--- config.mk ---
export PLATFORM = sky130hd
export DESIGN_NAME = sink_id_pool_flat
export DESIGN_NICKNAME = d
export VERILOG_FILES = /design/src/rtl/tidc_pkg.sv /design/src/rtl/sink_id_pool_if.sv /design/src/rtl/sink_id_pool_rr_free_finder.sv /design/src/rtl/sink_id_pool.sv /design/src/flat_wrapper.sv
export SDC_FILE = /design/constraint.sdc
export NUM_CORES = 1
export LEC_CHECK = 0
export ABC_AREA = 1
export CAP_MARGIN = 20
export CELL_PAD_IN_SITES_DETAIL_PLACEMENT = 0
export CELL_PAD_IN_SITES_GLOBAL_PLACEMENT = 1
export CORE_MARGIN = 2
export CORE_UTILIZATION = 40
export CTS_CLUSTER_SIZE = 12
export DETAILED_ROUTE_END_ITERATION = 8
export PLACE_DENSITY = 0.88
export SYNTH_ARGS = -nofsm -noshare
export SYNTH_HDL_FRONTEND = slang
export SYNTH_SLANG_ARGS = --single-unit
--- constraint.sdc ---
create_clock -name clk -period 4.8 [get_ports clk]
set_input_delay 0.96 -clock clk [delete_from_list [all_inputs] [get_ports clk]]
set_output_delay 0.96 -clock clk [all_outputs]
set_load 0.05 [all_outputs]
--- src/rtl/tidc_pkg.sv ---
// Shared TIDC adapter types: default sink-ID width, pool size and the sink ID type.
package tidc_pkg;
    localparam int SINK_ID_W    = 4;
    localparam int SINK_NUM_IDS = 16;

    typedef logic [SINK_ID_W-1:0] sink_id_t;
endpackage

--- src/rtl/sink_id_pool_if.sv ---
// Allocate/release handshake between the sink-ID pool and the L2 adapter's D/E channel paths.
interface sink_id_pool_if
    import tidc_pkg::*;
#(
    parameter int ID_W = SINK_ID_W
) ();
    logic            alloc_valid;
    logic            alloc_ready;
    logic [ID_W-1:0] alloc_id;
    logic            free_valid;
    logic [ID_W-1:0] free_id;

    // master: adapter side (takes offered IDs, returns released ones)
    modport master (
        input  alloc_valid,
        input  alloc_id,
        output alloc_ready,
        output free_valid,
        output free_id
    );

    modport slave (
        output alloc_valid,
        output alloc_id,
        input  alloc_ready,
        input  free_valid,
        input  free_id
    );
endinterface

--- src/rtl/sink_id_pool_rr_free_finder.sv ---
// Rotate-from-ptr priority encoder: first clear bit at or after ptr, wrapping at NUM_IDS.
module rr_free_finder
    import tidc_pkg::*;
#(
    parameter int ID_W    = SINK_ID_W,
    parameter int NUM_IDS = SINK_NUM_IDS
) (
    input  logic [NUM_IDS-1:0] bitmap,
    input  logic [ID_W-1:0]    ptr,
    output logic               found,
    output logic [ID_W-1:0]    idx
);
    always_comb begin
        int c;
        found = 1'b0;
        idx   = '0;
        c     = 0;
        // Walk from the farthest offset down so the nearest free slot wins last.
        for (int i = NUM_IDS - 1; i >= 0; i--) begin
            c = int'(ptr) + i;
            if (c >= NUM_IDS) c = c - NUM_IDS;
            if (!bitmap[c]) begin
                found = 1'b1;
                idx   = ID_W'(c);
            end
        end
    end
endmodule

--- src/rtl/sink_id_pool.sv ---
// Sink-ID allocator: bitmap pool with round-robin offer and one release per cycle.
// Define SINK_ID_POOL_ERR_CHECK_EN to reject and flag double-free / out-of-range releases.
module sink_id_pool
    import tidc_pkg::*;
#(
    parameter int ID_W    = SINK_ID_W,
    parameter int NUM_IDS = SINK_NUM_IDS
) (
    input  logic                clk,
    input  logic                rst,
    sink_id_pool_if.slave       bus,
    output logic [ID_W:0]       in_use_cnt,
    output logic                full,
    output logic                empty,
    output logic                err_double_free,
    output logic                err_range
);
    localparam logic [ID_W:0]   NUM_IDS_W = (ID_W + 1)'(NUM_IDS);
    localparam logic [ID_W-1:0] LAST_ID   = ID_W'(NUM_IDS - 1);

    logic [NUM_IDS-1:0] in_use_q, in_use_d;
    logic [ID_W-1:0]    ptr_q, ptr_d;
    logic [ID_W:0]      cnt_q, cnt_d;
    logic               err_dbl_q, err_dbl_d;
    logic               err_rng_q, err_rng_d;

    logic               found;
    logic [ID_W-1:0]    offer_id;
    logic               alloc_valid;
    logic               fire;
    logic               in_range;
    logic               was_set;
    logic               rel;

    rr_free_finder #(
        .ID_W    (ID_W),
        .NUM_IDS (NUM_IDS)
    ) u_finder (
        .bitmap (in_use_q),
        .ptr    (ptr_q),
        .found  (found),
        .idx    (offer_id)
    );

    assign alloc_valid = found & ~rst;
    assign fire        = alloc_valid & bus.alloc_ready;

    always_comb begin
        in_range  = {1'b0, bus.free_id} < NUM_IDS_W;
        was_set   = 1'b0;
        for (int i = 0; i < NUM_IDS; i++) begin
            if (bus.free_id == ID_W'(i)) was_set = in_use_q[i];
        end
        // The offered ID is clear, so releasing it never collides with the set below.
        rel       = bus.free_valid & in_range & was_set;

        in_use_d  = in_use_q;
        ptr_d     = ptr_q;
        for (int i = 0; i < NUM_IDS; i++) begin
            if (rel && bus.free_id == ID_W'(i)) in_use_d[i] = 1'b0;
            if (fire && offer_id == ID_W'(i))   in_use_d[i] = 1'b1;
        end
        if (fire) ptr_d = (offer_id == LAST_ID) ? '0 : offer_id + 1'b1;

        cnt_d     = cnt_q + (ID_W + 1)'(fire) - (ID_W + 1)'(rel);

`ifdef SINK_ID_POOL_ERR_CHECK_EN
        err_dbl_d = bus.free_valid & in_range & ~was_set;
        err_rng_d = bus.free_valid & ~in_range;
`else
        err_dbl_d = 1'b0;
        err_rng_d = 1'b0;
`endif
    end

    always_ff @(posedge clk or posedge rst) begin
        if (rst) begin
            in_use_q  <= '0;
            ptr_q     <= '0;
            cnt_q     <= '0;
            err_dbl_q <= 1'b0;
            err_rng_q <= 1'b0;
        end else begin
            in_use_q  <= in_use_d;
            ptr_q     <= ptr_d;
            cnt_q     <= cnt_d;
            err_dbl_q <= err_dbl_d;
            err_rng_q <= err_rng_d;
        end
    end

    assign bus.alloc_valid   = alloc_valid;
    assign bus.alloc_id      = offer_id;
    assign in_use_cnt        = cnt_q;
    assign full              = (cnt_q == NUM_IDS_W);
    assign empty             = (cnt_q == '0);
    assign err_double_free   = err_dbl_q;
    assign err_range         = err_rng_q;
endmodule
--- src/flat_wrapper.sv ---
// flat-port wrapper written by rule: the top's interface ports become plain ports
module sink_id_pool_flat import tidc_pkg::*;
#(
    parameter int ID_W    = SINK_ID_W,
    parameter int NUM_IDS = SINK_NUM_IDS
)
  (clk, rst, in_use_cnt, full, empty, err_double_free, err_range, bus_alloc_valid, bus_alloc_id, bus_alloc_ready, bus_free_valid, bus_free_id);
  sink_id_pool_if #(.ID_W(ID_W)) bus_i ();
  input  logic clk;
  input  logic rst;
  output logic [ID_W:0] in_use_cnt;
  output logic full;
  output logic empty;
  output logic err_double_free;
  output logic err_range;
  output wire logic [$bits(bus_i.alloc_valid)-1:0] bus_alloc_valid;
  output wire logic [$bits(bus_i.alloc_id)-1:0] bus_alloc_id;
  input wire logic [$bits(bus_i.alloc_ready)-1:0] bus_alloc_ready;
  input wire logic [$bits(bus_i.free_valid)-1:0] bus_free_valid;
  input wire logic [$bits(bus_i.free_id)-1:0] bus_free_id;
  assign bus_alloc_valid = bus_i.alloc_valid;
  assign bus_alloc_id = bus_i.alloc_id;
  assign bus_i.alloc_ready = bus_alloc_ready;
  assign bus_i.free_valid = bus_free_valid;
  assign bus_i.free_id = bus_free_id;
  sink_id_pool #(.ID_W(ID_W), .NUM_IDS(NUM_IDS)) u_core (.clk(clk), .rst(rst), .bus(bus_i), .in_use_cnt(in_use_cnt), .full(full), .empty(empty), .err_double_free(err_double_free), .err_range(err_range));
endmodule
==> results of run 1 <==
## placed cells by master (no fill, tap or decap), drive strengths merged
cell	count
a221oi	1
nor3	1
o21bai	1
o21ai	13
nor2	47
xor2	8
clkinv	1
clkbuf	3
a21oi	41
xnor2	3
inv	61
a31oi	6
clkdlybuf4s50	14
o41ai	1
nor4	1
nand3b	1
nand3	87
fa	1
o21a	3
dfrtp	25
and2	1
nand2	232
buf	15
ha	17
clkinvlp	1
conb	2
nand4	1
## layout make-up
type	instances	share of cell area, %
Clock buffer	3	1.11
Clock inverter	1	0.235
Inverter	62	6.44
Multi-Input combinational cell	468	63.8
Sequential cell	25	16.8
Tap cell	105	3.52
Timing Repair Buffer	29	8.12
## worst max-delay path: cells and delay by family, from the launching register on
kind / cells / cell delay [ns]
buffers and inverters: 4 / 0.70
flip-flops: 1 / 0.47
adder cells (fa/ha/maj): 1 / 0.44
AND/OR/NAND/NOR: 20 / 1.58
## cell families after synthesis
kind of cell / synth area share, %
other: 0.112
adders and majority gates: 6.95
xor gates and xnor gates: 3.55
and+or+nand+nor: 48.8
DFF: 18.7
buffers and inverters: 10.4
AOI/OAI and AO/OA: 11.5
## registers in the layout, summed over array words and instances (netlist names)
| signal | cells |
|---|---|
| u_core.in_use_cnt | 5 |
| u_core.in_use_q | 16 |
| u_core.ptr_q | 4 |
## synth_stat cells (2+ instances only)
library cell               count
sky130_fd_sc_hd__a31oi_1       5
sky130_fd_sc_hd__buf_4         6
sky130_fd_sc_hd__buf_2         3
sky130_fd_sc_hd__nor2_2        2
sky130_fd_sc_hd__o21ai_0       6
sky130_fd_sc_hd__inv_1        54
sky130_fd_sc_hd__xor2_2        2
sky130_fd_sc_hd__xnor2_1       2
sky130_fd_sc_hd__buf_6         4
sky130_fd_sc_hd__nor2_1       41
sky130_fd_sc_hd__ha_1         17
sky130_fd_sc_hd__nand3_2       6
sky130_fd_sc_hd__nand2_2       8
sky130_fd_sc_hd__o21a_1        3
sky130_fd_sc_hd__o21ai_1       4
sky130_fd_sc_hd__inv_2         6
sky130_fd_sc_hd__o21ai_2       3
sky130_fd_sc_hd__xor2_1        6
sky130_fd_sc_hd__nand2_4       5
sky130_fd_sc_hd__a21oi_1      40
sky130_fd_sc_hd__nand3_1      81
sky130_fd_sc_hd__nor2_4        4
sky130_fd_sc_hd__nand2_1     219
sky130_fd_sc_hd__dfrtp_1      25
sky130_fd_sc_hd__clkbuf_1      2
## through the flow
step	cells	hold slack, ns	area, um^2	setup slack, ns
5_1_grt	693	0.613	3730	0.0833
6_report	693	0.571	3730	0.363
4_1_cts	693	0.571	3730	0.314
3_5_place_dp	689	0.550	3680	0.392
2_1_floorplan	570	0.483	3350	0.850
3_3_place_gp	689	0.547	3680	0.432
## metal layers
layer	vias up	global-route usage (%)	share of wire, %
met5	-	0	0
met4	0	6.55	2.1
met3	21	3.16	8.0
met2	152	36.9	42
met1	1682	36.0	48
li1	1856	-	-
## path summary, 6_finish.rpt
kind	from	end	slack, ns	depth (start not counted)
worst max-delay path	u_core.ptr_q[1]	bus_alloc_id[1]	0.36	25
min in group asynchronous	rst	u_core.in_use_q[5]	1.04	3
max in group asynchronous	rst	u_core.ptr_q[1]	3.47	3
worst min register to register	u_core.in_use_q[9]	u_core.in_use_q[9]	0.57	2
worst min-delay path	u_core.in_use_q[9]	u_core.in_use_q[9]	0.57	2
worst max register to register	u_core.ptr_q[1]	u_core.in_use_cnt[4]	0.65	19
==> results.md, run 1 <==
Run status:
- The flow ran to the end, and the final reports show no timing, DRC or antenna violations.

STA:
- The count of pins over their slew limit was 0.
- The number of failing hold endpoints at the final stage is 0.
- For this run, the top clock speed supported by timing is 225 MHz.
- Setup violations remaining at the end of the flow were counted as 0.
- Adding up every negative setup slack in the final design gives 0 ns.
- The final critical path takes up 92.4% of the cycle.
- On the final layout, the worst clock skew is 0.00612 ns.
- Subtracting the final worst setup slack from the clock period gives 4.44 ns.
- In this run the tightest slew margin relative to its limit is 54.7%.
- At the pin with the least slew margin, the transition time is 0.676 ns.
- Setup repair after global routing left no endpoint under its margin.

Routing:
- The average via count per standard cell is 5.35.
- In the final routed layout, each cell accounts on average for 14.8 um.
- The number of nets still failing antenna checks after routing is 0.
- The sum of routed wire length over all layers is 10300 um.
- The number of vias in the routed layout is 3711.
- In the routed design, unresolved DRC markers number 0.
- The detailed router finished its first iteration with 289 violations.
- The first TritonRoute pass finished after 5 iterations.

Final layout:
- The multi-input combinational cells in the finished layout cover a total of 2380 um^2.
- The filler cell count is 865.
- The antenna diode instance count is 0.
- In the final layout, flip-flops and latches occupy 627 um^2.
- Cells with a size suffix above 1 make up 10.5% of the layout.
- Relative to the synthesized area, the layout overhead comes to 11.4%.
- For this run, the post-layout net count is 615.
- Once layout is complete, the utilization of the core stands at 45.6%.

Clock network:
- At the later pin of the worst-skew pair, clock insertion delay measures 0.28 ns.
- Clock tree synthesis found a total of 25 sinks.
- The number of buffers added to fix hold violations after cts is 0.
- The clock-pin slew on the worst setup and hold paths is 0.09 ns.
- Buffers inserted during clock tree synthesis total 3.
- Once the clock tree was built, the setup fixing pass inserted 0 buffers.
- Clock tree synthesis selected as its root buffer the cell sky130_fd_sc_hd__clkbuf_8.
- TritonCTS built the clock tree.
- CTS built an H-tree with a depth of 1.
- Post-CTS repair changed the size of 0 cells.
- No sink is reached through more buffers than the 2 on the longest clock path.

Global route:
- The wire length of the first global-routing pass is 17300 um.
- After global routing the overflow that remains totals 0.
- Across every metal layer, demand over resource in global routing totals 24.3%.
- The number of antenna violations at the first check in global routing is 0.
- The number of global-route vias before repair came to 3511.
- Entering global routing, the biggest net connects 27 pins.

Placed design:
- Input and output buffers added on the ports amount to 19.
- The half-perimeter wire length after placement is 8110 um.
- The final estimated routing congestion in global placement is 1.05.

Critical path:
- For the worst setup path, the data required time is 3.84 ns.
- The worst setup path is captured at an output port.
- The type of the setup path with the least slack is flip-flop to output port.
- The cell with the most instances on the worst path is sky130_fd_sc_hd__nand2_1.
- For the worst setup path, the data arrival time is 3.48 ns.
- The startpoint type of the worst setup path is a flip-flop.
- For this design, the slowest cell found on the critical path is sky130_fd_sc_hd__dfrtp_2.
- Along the worst path, the maximum fanout reaches 16.
- The largest single stage delay on the critical path is 0.47 ns.

Floorplan:
- The die is 95.5 um wide.
- In this run the count of I/O pins placed on the die edge is 22.
- The total area inside the core boundary comes to 8180 um^2.
- The floorplan step set the die height to 95.5 um.
- The total number of placement rows is 33.
- The starting density of the core is 41.0%.
- The die covers 9130 um^2.

Logic synthesis:
- The count of unique library cells instantiated by Yosys is 40.
- Yosys mapped a number of flops with a built-in enable equal to 0.
- The share of synthesized registers carrying an async set or reset is 100%.
- The post-synthesis area per instance is 5.89 um^2.
- The count of state elements after synthesis is 25.
- For this run, the leading register cell type out of synthesis is sky130_fd_sc_hd__dfrtp_1.
- The synthesized design spends more area on one cell type than any other, namely sky130_fd_sc_hd__nand2_1.
- The top-area cell type share of the netlist area is 24.5%.
- The cell area that synthesis handed to floorplanning was 3350 um^2.
- The post-synthesis instance total is 569.
- Ranked by total cell area, the synthesized netlist is headed by sky130_fd_sc_hd__nand2_1 (25%), sky130_fd_sc_hd__dfrtp_1 (19%), sky130_fd_sc_hd__nand3_1 (12%), sky130_fd_sc_hd__ha_1 (6.3%), sky130_fd_sc_hd__inv_1 (6.0%).
- The number of warnings issued by yosys is 0.
- The sequential area share after synthesis is 18.7%.

Min path:
- The worst min-delay path class is flip-flop to flip-flop.

Job:
- The max capacitance violation total is 0.
Power of run 1 is left out: the tool's default activity adds up to more than one toggle a clock period on the data nets, which glitch-free logic cannot reach.
==> run 2, diff against run 1 <==
--- a/config.mk
+++ b/config.mk
@@ -6,11 +6,12 @@
 export NUM_CORES = 1
 export LEC_CHECK = 0
 export ABC_AREA = 1
-export CAP_MARGIN = 20
+export CAP_MARGIN = 25
 export CELL_PAD_IN_SITES_DETAIL_PLACEMENT = 0
 export CELL_PAD_IN_SITES_GLOBAL_PLACEMENT = 1
 export CORE_MARGIN = 2
 export CORE_UTILIZATION = 40
+export CTS_CLUSTER_DIAMETER = 80
 export CTS_CLUSTER_SIZE = 12
 export DETAILED_ROUTE_END_ITERATION = 8
 export PLACE_DENSITY = 0.88
==> results of run 2 <==
No change in the layout: final DEF, timing and power equal those of run 1.
Power of run 2 is left out for the same reason.
==> run 3, diff against run 2 <==
--- a/config.mk
+++ b/config.mk
@@ -12,9 +12,10 @@
 export CORE_MARGIN = 2
 export CORE_UTILIZATION = 40
 export CTS_CLUSTER_DIAMETER = 80
-export CTS_CLUSTER_SIZE = 12
+export CTS_CLUSTER_SIZE = 24
 export DETAILED_ROUTE_END_ITERATION = 8
 export PLACE_DENSITY = 0.88
+export SETUP_SLACK_MARGIN = 0.02
 export SYNTH_ARGS = -nofsm -noshare
 export SYNTH_HDL_FRONTEND = slang
 export SYNTH_SLANG_ARGS = --single-unit
==> results of run 3 <==
No change in the layout: final DEF, timing and power equal those of run 1.
Power of run 3 is left out for the same reason.
==> variant 1: new RTL, flow settings as in run 2 <==
The package constant `SINK_NUM_IDS` goes from 16 to 32.
--- a/src/rtl/tidc_pkg.sv
+++ b/src/rtl/tidc_pkg.sv
@@ -1,7 +1,7 @@
 // Shared TIDC adapter types: default sink-ID width, pool size and the sink ID type.
 package tidc_pkg;
     localparam int SINK_ID_W    = 4;
-    localparam int SINK_NUM_IDS = 16;
+    localparam int SINK_NUM_IDS = 32;
 
     typedef logic [SINK_ID_W-1:0] sink_id_t;
 endpackage
Formal check against the unedited RTL: not equivalent (Yosys sat finds a counterexample within 4 cycles, from zero or initial values and one cycle with rst high).
==> variant 1 against run 2 <==
Critical path type unchanged. Critical endpoint is now bus_alloc_id[0]. Cell area fell by 14%. Utilization grew 0.85 points. Highest routed layer unchanged. Global-route usage fell by 2.9 points. Synthesized area is 14% lower. Sequential share of layout area rose by 2.8 points. First-iteration DRC count shrank 16%. Wire length down 23%. Sequential cell count is the same. Cell count down 20%. Worst setup slack got worse by 0.10 ns.
Power is left out: the tool's default activity adds up to more than one toggle a clock period on the data nets, which glitch-free logic cannot reach.
==> variant 1: results (changes against run 2) <==
outcome: "complete, no violations"
drt_wl_total_mm: 7.94  # -23%
synth_top_cells_by_count: "nand2_1 (140), nand3_1 (67), inv_1 (41)"
cp-endpoint: "bus_alloc_id[0]"
route.met2.wl_mm: 3.61  # -17%
portBuffers: 14  # -5
ys_top_cells_by_area: "dfrtp_1 (22%), nand2_1 (18%), nand3_1 (12%), ha_1 (6.1%), inv_1 (5.4%)"
cts-root-buf: "clkbuf_8"
drt-pass1-iter-count: 4  # -1
crit_arrival_ns: 3.58  # +0.10 ns
top_register: "u_core.in_use_q"
slowest_stage: "dfrtp_1"
max-slew-margin-rel_pct: 64.5  # +9.9 points
met1_length_mm: 3.82  # -22%
r2r_setup_slack_ns: 0.73  # +0.08 ns
hold_class: "flip-flop to flip-flop"
placed_cell_area_sq_um: 3090  # -16%
grt_pass1_vias: 2656  # -24%
drt_iter0_markers: 244  # -16%
crit_type: "flip-flop to output port"
synth_ff_type: "dfrtp_1"
clk_latency_ns: 0.27
grtUsageTotal_pct: 21.5  # -2.9 points
met1_usage_pct: 31.9  # -4.2 points
grt_pass1_wl_mm: 13.2  # -24%
nFillCells: 722  # -17%
rr_endpoint: "u_core.in_use_q[4]"
clock_skew_ns: 0.00187  # -0.00426 ns
synth_seq_area_share_pct: 21.8  # +3.1 points
dr_wl_met3_microns: 350  # -57%
num-nets-final: 481  # -22%
place_congestion: 0.981  # -6.7%
slowest_delay_ns: 0.38  # -0.09 ns
reg2reg_depth: 41  # +22
grtUsageMet3_pct: 1.68  # -1.5 points
hpwl_mm: 6.30  # -22%
num_vias: 2903  # -22%
drive_gt1_share_pct: 15.1  # +4.5 points
dp_worst_setup_slack_ns: 0.339  # -0.0527 ns
gr-usage-met2_pct: 33.4  # -3.5 points
[variant 1: what timing repair did]
| action | CTS | global route |
|---|---|---|
| buffers inserted | 0 | 1 |
| endpoints found under the setup margin | 0 | 2 |
| gates resized for setup | 0 | 11 |
| hold endpoints to repair | 0 | 0 |
[variant 1: layout make-up]
cell class	instances	area (sq um)	share of cell area [%]
tap	96	120	3.76
multi-input combinational	357	1950	61.2
inverter	47	181	5.68
sequential	25	627	19.6
timing repair buffer	25	263	8.23
clock buffer	3	41.3	1.29
clock inverter	1	7.51	0.235
[variant 1: cells by family after synthesis]
family	after synthesis	synth area share, %
and+or+nand+nor	264	41.7
AOI/OAI and AO/OA	68	15.5
buffers and inverters	63	11.1
DFF	25	21.8
adders and majority gates	14	6.11
xor gates and xnor gates	9	3.67
other	1	0.131
[variant 1: critical path: cells and delay by family, from the launching register on]
| family | cells | cell delay [ns] |
|---|---|---|
| compound gates | 1 | 0.20 |
| xor+xnor | 1 | 0.24 |
| fa+ha+maj | 1 | 0.24 |
| buf+inv | 4 | 0.58 |
| flops | 1 | 0.38 |
| simple gates | 29 | 1.68 |
[variant 1: worst min path at each step]
stage                              from             endpoint  slack (ns)  cells past startpoint
floorplan            u_core.in_use_q[0]   u_core.in_use_q[0]        0.45                      1
global placement    u_core.in_use_q[11]  u_core.in_use_q[11]        0.47                      1
detailed placement  u_core.in_use_q[11]  u_core.in_use_q[11]        0.47                      1
CTS                 u_core.in_use_q[11]  u_core.in_use_q[11]        0.49                      1
global route        u_core.in_use_q[13]  u_core.in_use_q[13]        0.53                      1
finish              u_core.in_use_q[11]  u_core.in_use_q[11]        0.49                      1
[variant 1: per-stage QoR]
stage                     hold WS [ns]  std cells
after global placement           0.468        549
after global routing             0.529        554
final                            0.490        554
after detailed placement         0.475        549
after CTS                        0.493        553
after floorplan                  0.449        445
==> variant 2: new RTL, flow settings as in run 2 <==
Without the edit above. Register the output `err_double_free` once more, with the module's reset; this adds one clock of latency there. The other outputs are not delayed to match.
--- a/src/rtl/sink_id_pool.sv
+++ b/src/rtl/sink_id_pool.sv
@@ -94,6 +94,12 @@
     assign in_use_cnt        = cnt_q;
     assign full              = (cnt_q == NUM_IDS_W);
     assign empty             = (cnt_q == '0);
-    assign err_double_free   = err_dbl_q;
+    always_ff @(posedge clk or posedge rst) begin
+        if (rst) begin
+            err_double_free <= '0;
+        end else begin
+            err_double_free <= err_dbl_q;
+        end
+    end
     assign err_range         = err_rng_q;
 endmodule
Function: kept (Yosys induction, for registers that start in step).
==> variant 2 against run 2 <==
Sequential share of layout area increased by 0.29 points. Wire length is 1.9% higher. Highest routed layer unchanged. Sequential cell count stayed put. Critical endpoint is now bus_alloc_id[0]. Synthesized area down 2.7%. First-iteration DRC count grew 31%. Critical path type unchanged. Critical path depth down 3. Worst setup slack better by 0.012 ns. Cell area is 1.9% lower.
Power is not shown: default switching activity piles up to over one toggle a cycle in this logic, so the estimate is an artifact.
==> variant 2: results (changes against run 2) <==
outcome: "complete, no violations"
place_congestion: 0.983  # -6.5%
cp_top_family: "simple AND/OR/NAND/NOR gates"
hold_depth: 2  # unchanged
diodes: 0  # unchanged
ys_top_cells_by_area: "nand2_1 (23%), dfrtp_1 (19%), nand3_1 (13%), ha_1 (6.5%), a21oi_1 (6.4%)"
hold_class: "flip-flop to flip-flop"
synth-async-reset-ratio_pct: 100  # unchanged
clk_latency_ns: 0.28  # about the same
grt_pass1_vias: 3592  # +2.3%
drt_iter0_markers: 379  # +31%
htree_levels: 1  # unchanged
cts_buffers: 3  # unchanged
grt_pass1_wl_mm: 17.8  # +2.8%
path_clk_slew_ns: 0.10
clock_skew_ns: 0.00564  # -0.000488 ns
grt_antenna_before_repair: 0  # unchanged
portBuffers: 19  # unchanged
clk_path_buf_depth: 2  # unchanged
largest_register_ffs: 16  # unchanged
num-nets-final: 612  # -0.49%
grt_max_degree: 27  # unchanged
maxCapViolCount: 0  # unchanged
dr_wl_met3_microns: 601  # -27%
ctsResizeCount: 0  # unchanged
crit_arrival_ns: 3.47  # about the same
r2r_setup_slack_ns: 0.76  # +0.11 ns
route.met2.wl_mm: 4.69  # +8.3%
drive_gt1_share_pct: 8.03  # -2.5 points
synth_cell_types: 34  # -15%
synth_top_cells_by_count: "nand2_1 (204), nand3_1 (86), inv_1 (56)"
reg2reg_depth: 20  # +1
worstPathMaxFanout: 8  # -8
synth_seq_area_share_pct: 19.2  # +0.52 points
hpwl_mm: 8.24  # +1.7%
cts-root-buf: "clkbuf_8"
routed.top_layer: "met4"
post_cts_buffers: 0  # unchanged
slowest_stage: "dfrtp_1"
grtUsageTotal_pct: 25.3  # +0.98 points
drt-pass1-iter-count: 5  # unchanged
viasPerCell: 5.46  # +1.9%
slowest_delay_ns: 0.59  # +0.12 ns
yosysWarningCount: 0  # unchanged
hold-worst-slack_ns: 0.564  # -0.00729 ns
synth_ff_type: "dfrtp_1"
wl_per_cell_microns: 15.2  # +2.8%
met1_length_mm: 4.95  # +0.82%
top_register: "u_core.in_use_q"
max-slew-margin-rel_pct: 61.8  # +7.1 points
variant 2: cell types whose count changed in the layout (fill, tap and decap cells not counted), moves of 4 or more:
cell / run 2 / this run
nand3_2: 6 / 1
nor2_4: 4 / 0
nor2_1: 41 / 47
nand2_4: 5 / 0
a22o_1: 0 / 7
nand2_1: 219 / 204
nand3_1: 81 / 86
variant 2: area by class of cell:
type                       instances  area (sq um)
fill                             838          4150
clock buffer                       3          41.3
timing repair buffer              30           323
clock inverter                     1          7.51
sequential                        25           626
tap                              102           128
multi-input combinational        464          2300
inverter                          62           236
variant 2: through the flow:
stage / worst slack (ns) / std cells / instance area, sq um
after floorplan: 0.586 / 565 / 3260
after global placement: 0.534 / 683 / 3610
after detailed placement: 0.412 / 683 / 3610
after CTS: 0.305 / 687 / 3660
after global routing: 0.0496 / 687 / 3660
final: 0.375 / 687 / 3660
variant 2: kinds of logic (layout without fill, tap and decap cells):
logic type,after synthesis,count (layout),share of synthesized area [%]
xor gates and xnor gates,11,11,3.53
other,1,2,0.115
and+or+nand+nor,365,365,47.7
DFF,25,25,19.2
AOI/OAI and AO/OA,68,68,11.9
buffers and inverters,76,96,10.5
adders and majority gates,18,18,7.14
variant 2: worst min-delay path: stages, from the launching register on:
cell and delay, ns:
dfrtp_1 0.41, nand2_1 0.07, nand2_1 0.06
variant 2: routing by layer:
layer	GRT usage (%)	vias up
met1	36.4	1713
met2	41.5	154
li1	-	1863
met5	0	-
met3	2.09	18
met4	5.07	0
variant 2: worst paths after layout:
kind / start / end
setup / recovery: u_core.ptr_q[0] / bus_alloc_id[0]
hold reg to reg: u_core.in_use_q[4] / u_core.in_use_q[4]
max in group asynchronous: rst / u_core.in_use_q[2]
hold / removal: u_core.in_use_q[4] / u_core.in_use_q[4]
setup reg to reg: u_core.ptr_q[0] / u_core.in_use_cnt[4]
min in group asynchronous: rst / u_core.ptr_q[2]
